## src/rtl/count_capture.sv

```systemverilog
// count_capture: edge-triggered timestamp capture of a free-running counter into
// a show-ahead FIFO of {raw, delta} pairs, with a sticky overflow flag.
module count_capture #(
    parameter int WIDTH = 8,
    parameter int DEPTH = 4
) (
    input  logic                   clk,
    input  logic                   rst,
    input  logic [WIDTH-1:0]       count_in,
    input  logic                   trig,
    input  logic                   clr_ovf,
    output logic [WIDTH-1:0]       dout,
    output logic [WIDTH-1:0]       ddelta,
    output logic                   dout_valid,
    input  logic                   dout_ready,
    output logic                   empty,
    output logic                   full,
    output logic [$clog2(DEPTH):0] level,
    output logic                   overflow
);
    localparam int AW = $clog2(DEPTH);
    localparam logic [AW:0]   LVL_FULL = (AW+1)'(DEPTH);
    localparam logic [AW:0]   LVL_ONE  = (AW+1)'(1);
    localparam logic [AW-1:0] PTR_ONE  = AW'(1);

    logic [WIDTH-1:0] mem_raw [DEPTH];
    logic [WIDTH-1:0] mem_dlt [DEPTH];
    logic [AW-1:0]    wr_ptr;
    logic [AW-1:0]    rd_ptr;
    logic [WIDTH-1:0] prev;
    logic [WIDTH-1:0] cap_delta;
    logic             trig_q;
    logic             cap_ev;
    logic             pop;
    logic             push;
    logic             drop;

    assign cap_ev     = trig & ~trig_q;
    assign cap_delta  = count_in - prev;
    assign empty      = (level == '0);
    assign full       = (level == LVL_FULL);
    assign dout_valid = ~empty;
    assign pop        = dout_valid & dout_ready;
    // When full, a same-cycle pop frees the slot the write lands in.
    assign push       = cap_ev & (~full | pop);
    assign drop       = cap_ev & full & ~pop;
    assign dout       = dout_valid ? mem_raw[rd_ptr] : '0;
    assign ddelta     = dout_valid ? mem_dlt[rd_ptr] : '0;

    always_ff @(posedge clk) begin
        if (rst) begin
            trig_q   <= 1'b1;
            prev     <= '0;
            wr_ptr   <= '0;
            rd_ptr   <= '0;
            level    <= '0;
            overflow <= 1'b0;
        end else begin
            trig_q <= trig;
            if (push) begin
                wr_ptr <= wr_ptr + PTR_ONE;
                prev   <= count_in;
            end
            if (pop) begin
                rd_ptr <= rd_ptr + PTR_ONE;
            end
            if (push && !pop) begin
                level <= level + LVL_ONE;
            end else if (pop && !push) begin
                level <= level - LVL_ONE;
            end
            if (drop) begin
                overflow <= 1'b1;
            end else if (clr_ovf) begin
                overflow <= 1'b0;
            end
        end
    end

    always_ff @(posedge clk) begin
        if (push && !rst) begin
            mem_raw[wr_ptr] <= count_in;
            mem_dlt[wr_ptr] <= cap_delta;
        end
    end
endmodule

```

## config.mk

```make
export PLATFORM = sky130hd
export DESIGN_NAME = count_capture
export DESIGN_NICKNAME = d
export VERILOG_FILES = /design/src/rtl/count_capture.sv
export SDC_FILE = /design/constraint.sdc
export NUM_CORES = 1
export LEC_CHECK = 0
export CAP_MARGIN = 20
export CORE_UTILIZATION = 55
export CTS_CLUSTER_SIZE = 14
export DETAILED_ROUTE_END_ITERATION = 10
export HOLD_SLACK_MARGIN = 0.02
export PLACE_DENSITY = 0.77
export SETUP_SLACK_MARGIN = 0.02
export SLEW_MARGIN = 10
export SYNTH_ARGS = -nofsm -noshare
export SYNTH_HDL_FRONTEND = slang
export SYNTH_SLANG_ARGS = --single-unit
```

## constraint.sdc

```tcl
create_clock -name clk -period 3.38 [get_ports clk]
set_input_delay 0.676 -clock clk [delete_from_list [all_inputs] [get_ports clk]]
set_output_delay 0.676 -clock clk [all_outputs]
set_load 0.05 [all_outputs]
```

# After elaboration in Yosys (flattened, before gate mapping)
# Memory sizes are Yosys's and may differ from the RTL's. A register that Yosys moved wholly into a read port is not among the register bits.
# Cells that the tools add are included.
# totals
input_bits,13
wordCells,45
n_memories,2
out_inout_bits,23
ram_bits,64
reg_bits,17
# mem_list
memory,depth,width,read_ports,rd_clocked_by_memory_dff,write_ports,line_no,source
mem_dlt,4,8,1,1,1,27,logic [WIDTH-1:0] mem_dlt [DEPTH];
mem_raw,4,8,1,1,1,26,logic [WIDTH-1:0] mem_raw [DEPTH];
# op_classes
reduce_logical,9
muxes,12
bitwise_logic,10
eq_ne,1
add_sub_neg,5
# ops
cell,count
$mux 8,2
$mux 2,4
$sub 8x8->8,1
$mux 3,2
$and 1x1->1,5
$add 2x1->2 const B,2
$mux 1,4
$not 1->1,4
$reduce_bool 2->1,2
$add 3x1->3 const B,1
$eq 3x3->1 const B,1
$logic_and 1x1->1,3
$logic_not 1->1,3
$logic_not 3->1,1
$sub 3x1->3 const B,1
$or 1x1->1,1

# Logic depth before layout (Yosys ltp)
# depth
ltp_word,9
mapped_depth,11
ltp_nobuf,9

# Worst setup path after synthesis
# OpenSTA, ideal clock, no wires.
# synth_path
path_type,register to register
start,register level[0]
end,register level[2]
slack_ns,0.509
stages_incl_launch_ff,12
t_arrival_ns,2.797
required_time_ns,3.306
cell_sequence,dfxtp_1 > nor4b_2 > or3b_1 > buf_6 > inv_6 > buf_12 > ha_1 > inv_1 > fa_1 > xor2_1 > or3_2 > a21oi_1
# synth_between
elab_chain_cells,8
elab_cells_between_ends,16
# synth_lines
item,line_no,source
from (decl),18,"output logic [$clog2(DEPTH):0] level,"
from (signal assigned),68,level <= level + LVL_ONE;
from (signal assigned),70,level <= level - LVL_ONE;
$logic_not 3->1,40,assign empty = (level == '0);
$not 1->1,42,assign dout_valid = ~empty;
$and 1x1->1,43,assign pop = dout_valid & dout_ready;
$or 1x1->1,45,assign push = cap_ev & (~full | pop);
$and 1x1->1,45,
$logic_not 1->1,69,end else if (pop && !push) begin
$logic_and 1x1->1,69,
$reduce_bool 2->1 (no line),n/a,
# Parallel ways exist; a longest one is shown, timed or not. The select of a mux whose other input is x is not followed.
# A chain may end at the register's enable or synchronous reset.

==> flow_summary.toml <==
[run_status]
outcome = "completed"

[clock_tree]
cts_buffers = 9
post-cts-setup-buffer-count = 0
tritoncts = "done"
cts_num_sinks = 83
cts-resized-gates = 0
cts.clk_slew.worst_paths_ns = 0.08
hold_buffers = 0
cts_buffer_depth = 2
cts_root_buf = "clkbuf_8"
ctsHtreeMaxLevel = 3
clkLatencyLatePin_ns = 0.34

[route]
wl_per_cell_um = 17.0
dr_total_vias = 2023
vias_per_cell = 5.44
drc = 0
drt_pre_antenna_iters = 4
ant_nets = 0
wirelength_um = 6310
drtIter0Drc = 71

[worst_setup_path]
crit_fanout = 16
crit_path_end_kind = "primary output"
reg2regPathDepth = 8
worstSetupPathType = "reg2out"
r2r-start = "level[0]$_SDFFE_PP0P_"
critical_path_arrival_ns = 2.43
r2r_setup_slack_ns = 0.68
start_kind = "flip-flop"
timing.rr.end = "level[2]$_SDFFE_PP0P_"
cp_data_required_time_ns = 2.70

[synthesis]
synth_edf_count = 64
yosys-top-cells-area = "edfxtp_1 (52%), dfxtp_1 (10%), mux4_2 (9.8%)"
ys_seq_elements = 83
synth_top_family_by_area = "simple AND/OR/NAND/NOR gates"
yosysTopAreaCellShare = 0.524
synth_mux_area_frac = 0.101
ys_seq_area_frac = 0.628
netlist_area_um2 = 3670
synthAdderAreaFrac = 0.0518
ys_types = 43
yosys.area_share.simple = 0.103
synthCells = 242
synth_flop_cell = "edfxtp_1"
synth_nets = 269
synth-compound-area-share = 0.0556
yosysWarnings = 0
synth_xor_area_frac = 0.0215
syn_avg_cell_area_um2 = 15.2
synth-async-reset-ratio = 0
synth_area_leader_cell = "edfxtp_1"

[pwr]
power_w = 0.00356
p_leak_nw = 1.49
ir_drop_uv = 592
powerDensity_nw_per_um2 = 815

[place]
port_buffers = 35
place_area_um2 = 4140
pre_cts_slack_ns = 0.194
place.gp.congestion = 0.839
dp_hpwl_um = 4250

[sta]
fin_crit_sh = 0.918
final.setup.tns_ns = 0
finClkSkew_ns = 0.00585
relSlewSlack = 0.614
period_minus_slack_ns = 3.10
finalHoldViolations = 0
holdWs_ns = 0.476
tightest_slew_ns = 0.580
setup_ws_ns = 0.278
rsz0062_at_grt = "false"
max_freq_mhz = 322
setup_viol = 0
drv_slew = 0

[die]
rows = 29
coreArea_um2 = 6390
io_pins = 36
die_h_um = 83.7
initial_core_util = 0.574
dieArea_um2 = 7000
die_w_um = 83.7

[global_route]
antenna_found_initial = 0
grt_max_degree = 21
grt-ovfl-total = 0
grt_pass1_vias = 2112
grt_pass1_wl_um = 10400
track_usage = 0.198

[final_layout]
fillers = 439
multi_input_area_um2 = 1220
fin_nets = 318
regArea_um2 = 2300
drive_gt1_frac = 0.214
diodes = 0
final_area_um2 = 4370
syn2layout_area_growth_pct = 19.1

[hold_path]
min_delay_worst_endpoint = "prev[5]$_SDFFE_PP0N_"
min-delay-start = "prev[5]$_SDFFE_PP0N_"
hp-class = "reg2reg"
hold_depth = 2

[flow_run]
maxCapViolations = 0
layer usage:
layer  vias to the layer above  track usage  wire (um)
li1                        972            -          -
met1                      1007        0.257       2820
met2                        33        0.322       3150
met3                        11       0.0455        208
met4                         0       0.0847        124
met5                         -            0          0
final cells by class:
cell class / instances / area share
tap: 77 / 0.0221
clock buffer: 11 / 0.0301
clock inverter: 4 / 0.0226
inverter: 16 / 0.0149
sequential: 83 / 0.527
multi-input combinational: 132 / 0.279
timing repair buffer: 49 / 0.104
power breakdown:
part	leakage (nW)	switching, W	internal [W]	total (W)
combinational	0.643	0.000964	0.000572	0.00154
sequential	0.731	0.0000429	0.00116	0.00120
clock	0.114	0.000335	0.000490	0.000825
state kept, by name (all words and copies together) (netlist names), named ones only:
| register | cells |
|---|---|
| level | 3 |
| trig_q | 1 |
| mem_dlt | 32 |
| rd_ptr | 2 |
| wr_ptr | 2 |
| overflow | 1 |
| mem_raw | 32 |
| prev | 8 |
worst max path at each step:
stage          slack (ns)                     to                   from  cells after the start
6_report             0.28                dout[4]              flip-flop                      4
5_1_grt              0.17                dout[4]              flip-flop                      4
4_1_cts              0.22                dout[4]              flip-flop                      4
3_5_place_dp         0.19  level[2]$_SDFFE_PP0P_             dout_ready                     10
3_3_place_gp         0.26  level[2]$_SDFFE_PP0P_             dout_ready                     10
2_1_floorplan        0.51  level[2]$_SDFFE_PP0P_  level[0]$_SDFFE_PP0P_                     11
cell usage after synthesis, drive strengths merged, types with 2 or more instances:
cell,instances
edfxtp,64
dfxtp,19
nand2,19
and2,16
inv,16
mux4,16
a21oi,14
ha,12
nor2,10
buf,8
nor3b,5
xnor2,5
xor2,4
a21o,3
clkbuf,3
nand2b,3
o21ai,3
or3,3
a31oi,2
fa,2
nor2b,2
nor4b,2
stage by stage:
stage,instances,utilization
global route,372,0.684
finish,372,0.684
floorplan,242,-
CTS,372,0.684
detailed placement,357,0.648
global placement,357,0.648
kinds of logic (layout without fill, tap and decap cells):
logic type               Yosys count  in the layout
adder cells (fa/ha/maj)           14             14
flip-flops                        83             83
multiplexers                      17             17
AND/OR/NAND/NOR                   64             64
AO/OA/AOI/OAI                     28             28
XOR/XNOR                           9              9
buffers and inverters             27             80
cells in the final DEF, fill, tap and decap left out, types with 2 or more instances in the layout:
master            n
inv_6             2
a21o_1            3
a31oi_1           2
bufinv_16         3
buf_4            14
fa_1              2
xor2_1            4
a21oi_1           5
xnor2_1           5
nor3b_2           4
ha_1             12
nand2b_1          3
mux4_2           16
nor2b_1           2
nand2_1          16
clkbuf_8          9
dfxtp_1          19
nor2_1           10
o21ai_0           3
edfxtp_1         64
and2_1           16
or3_1             2
a21oi_2           9
clkdlybuf4s50_1  35
nand2_2           3
clkbuf_1          2
inv_1            15
critical path, cell delays in order (launching register included):
cell,delay [ns]
dfxtp_1,0.32
buf_4,0.32
mux4_2,0.57
and2_1,0.17
clkdlybuf4s50_1,0.70
No activity file was read; power rests on OpenSTA's default activity.
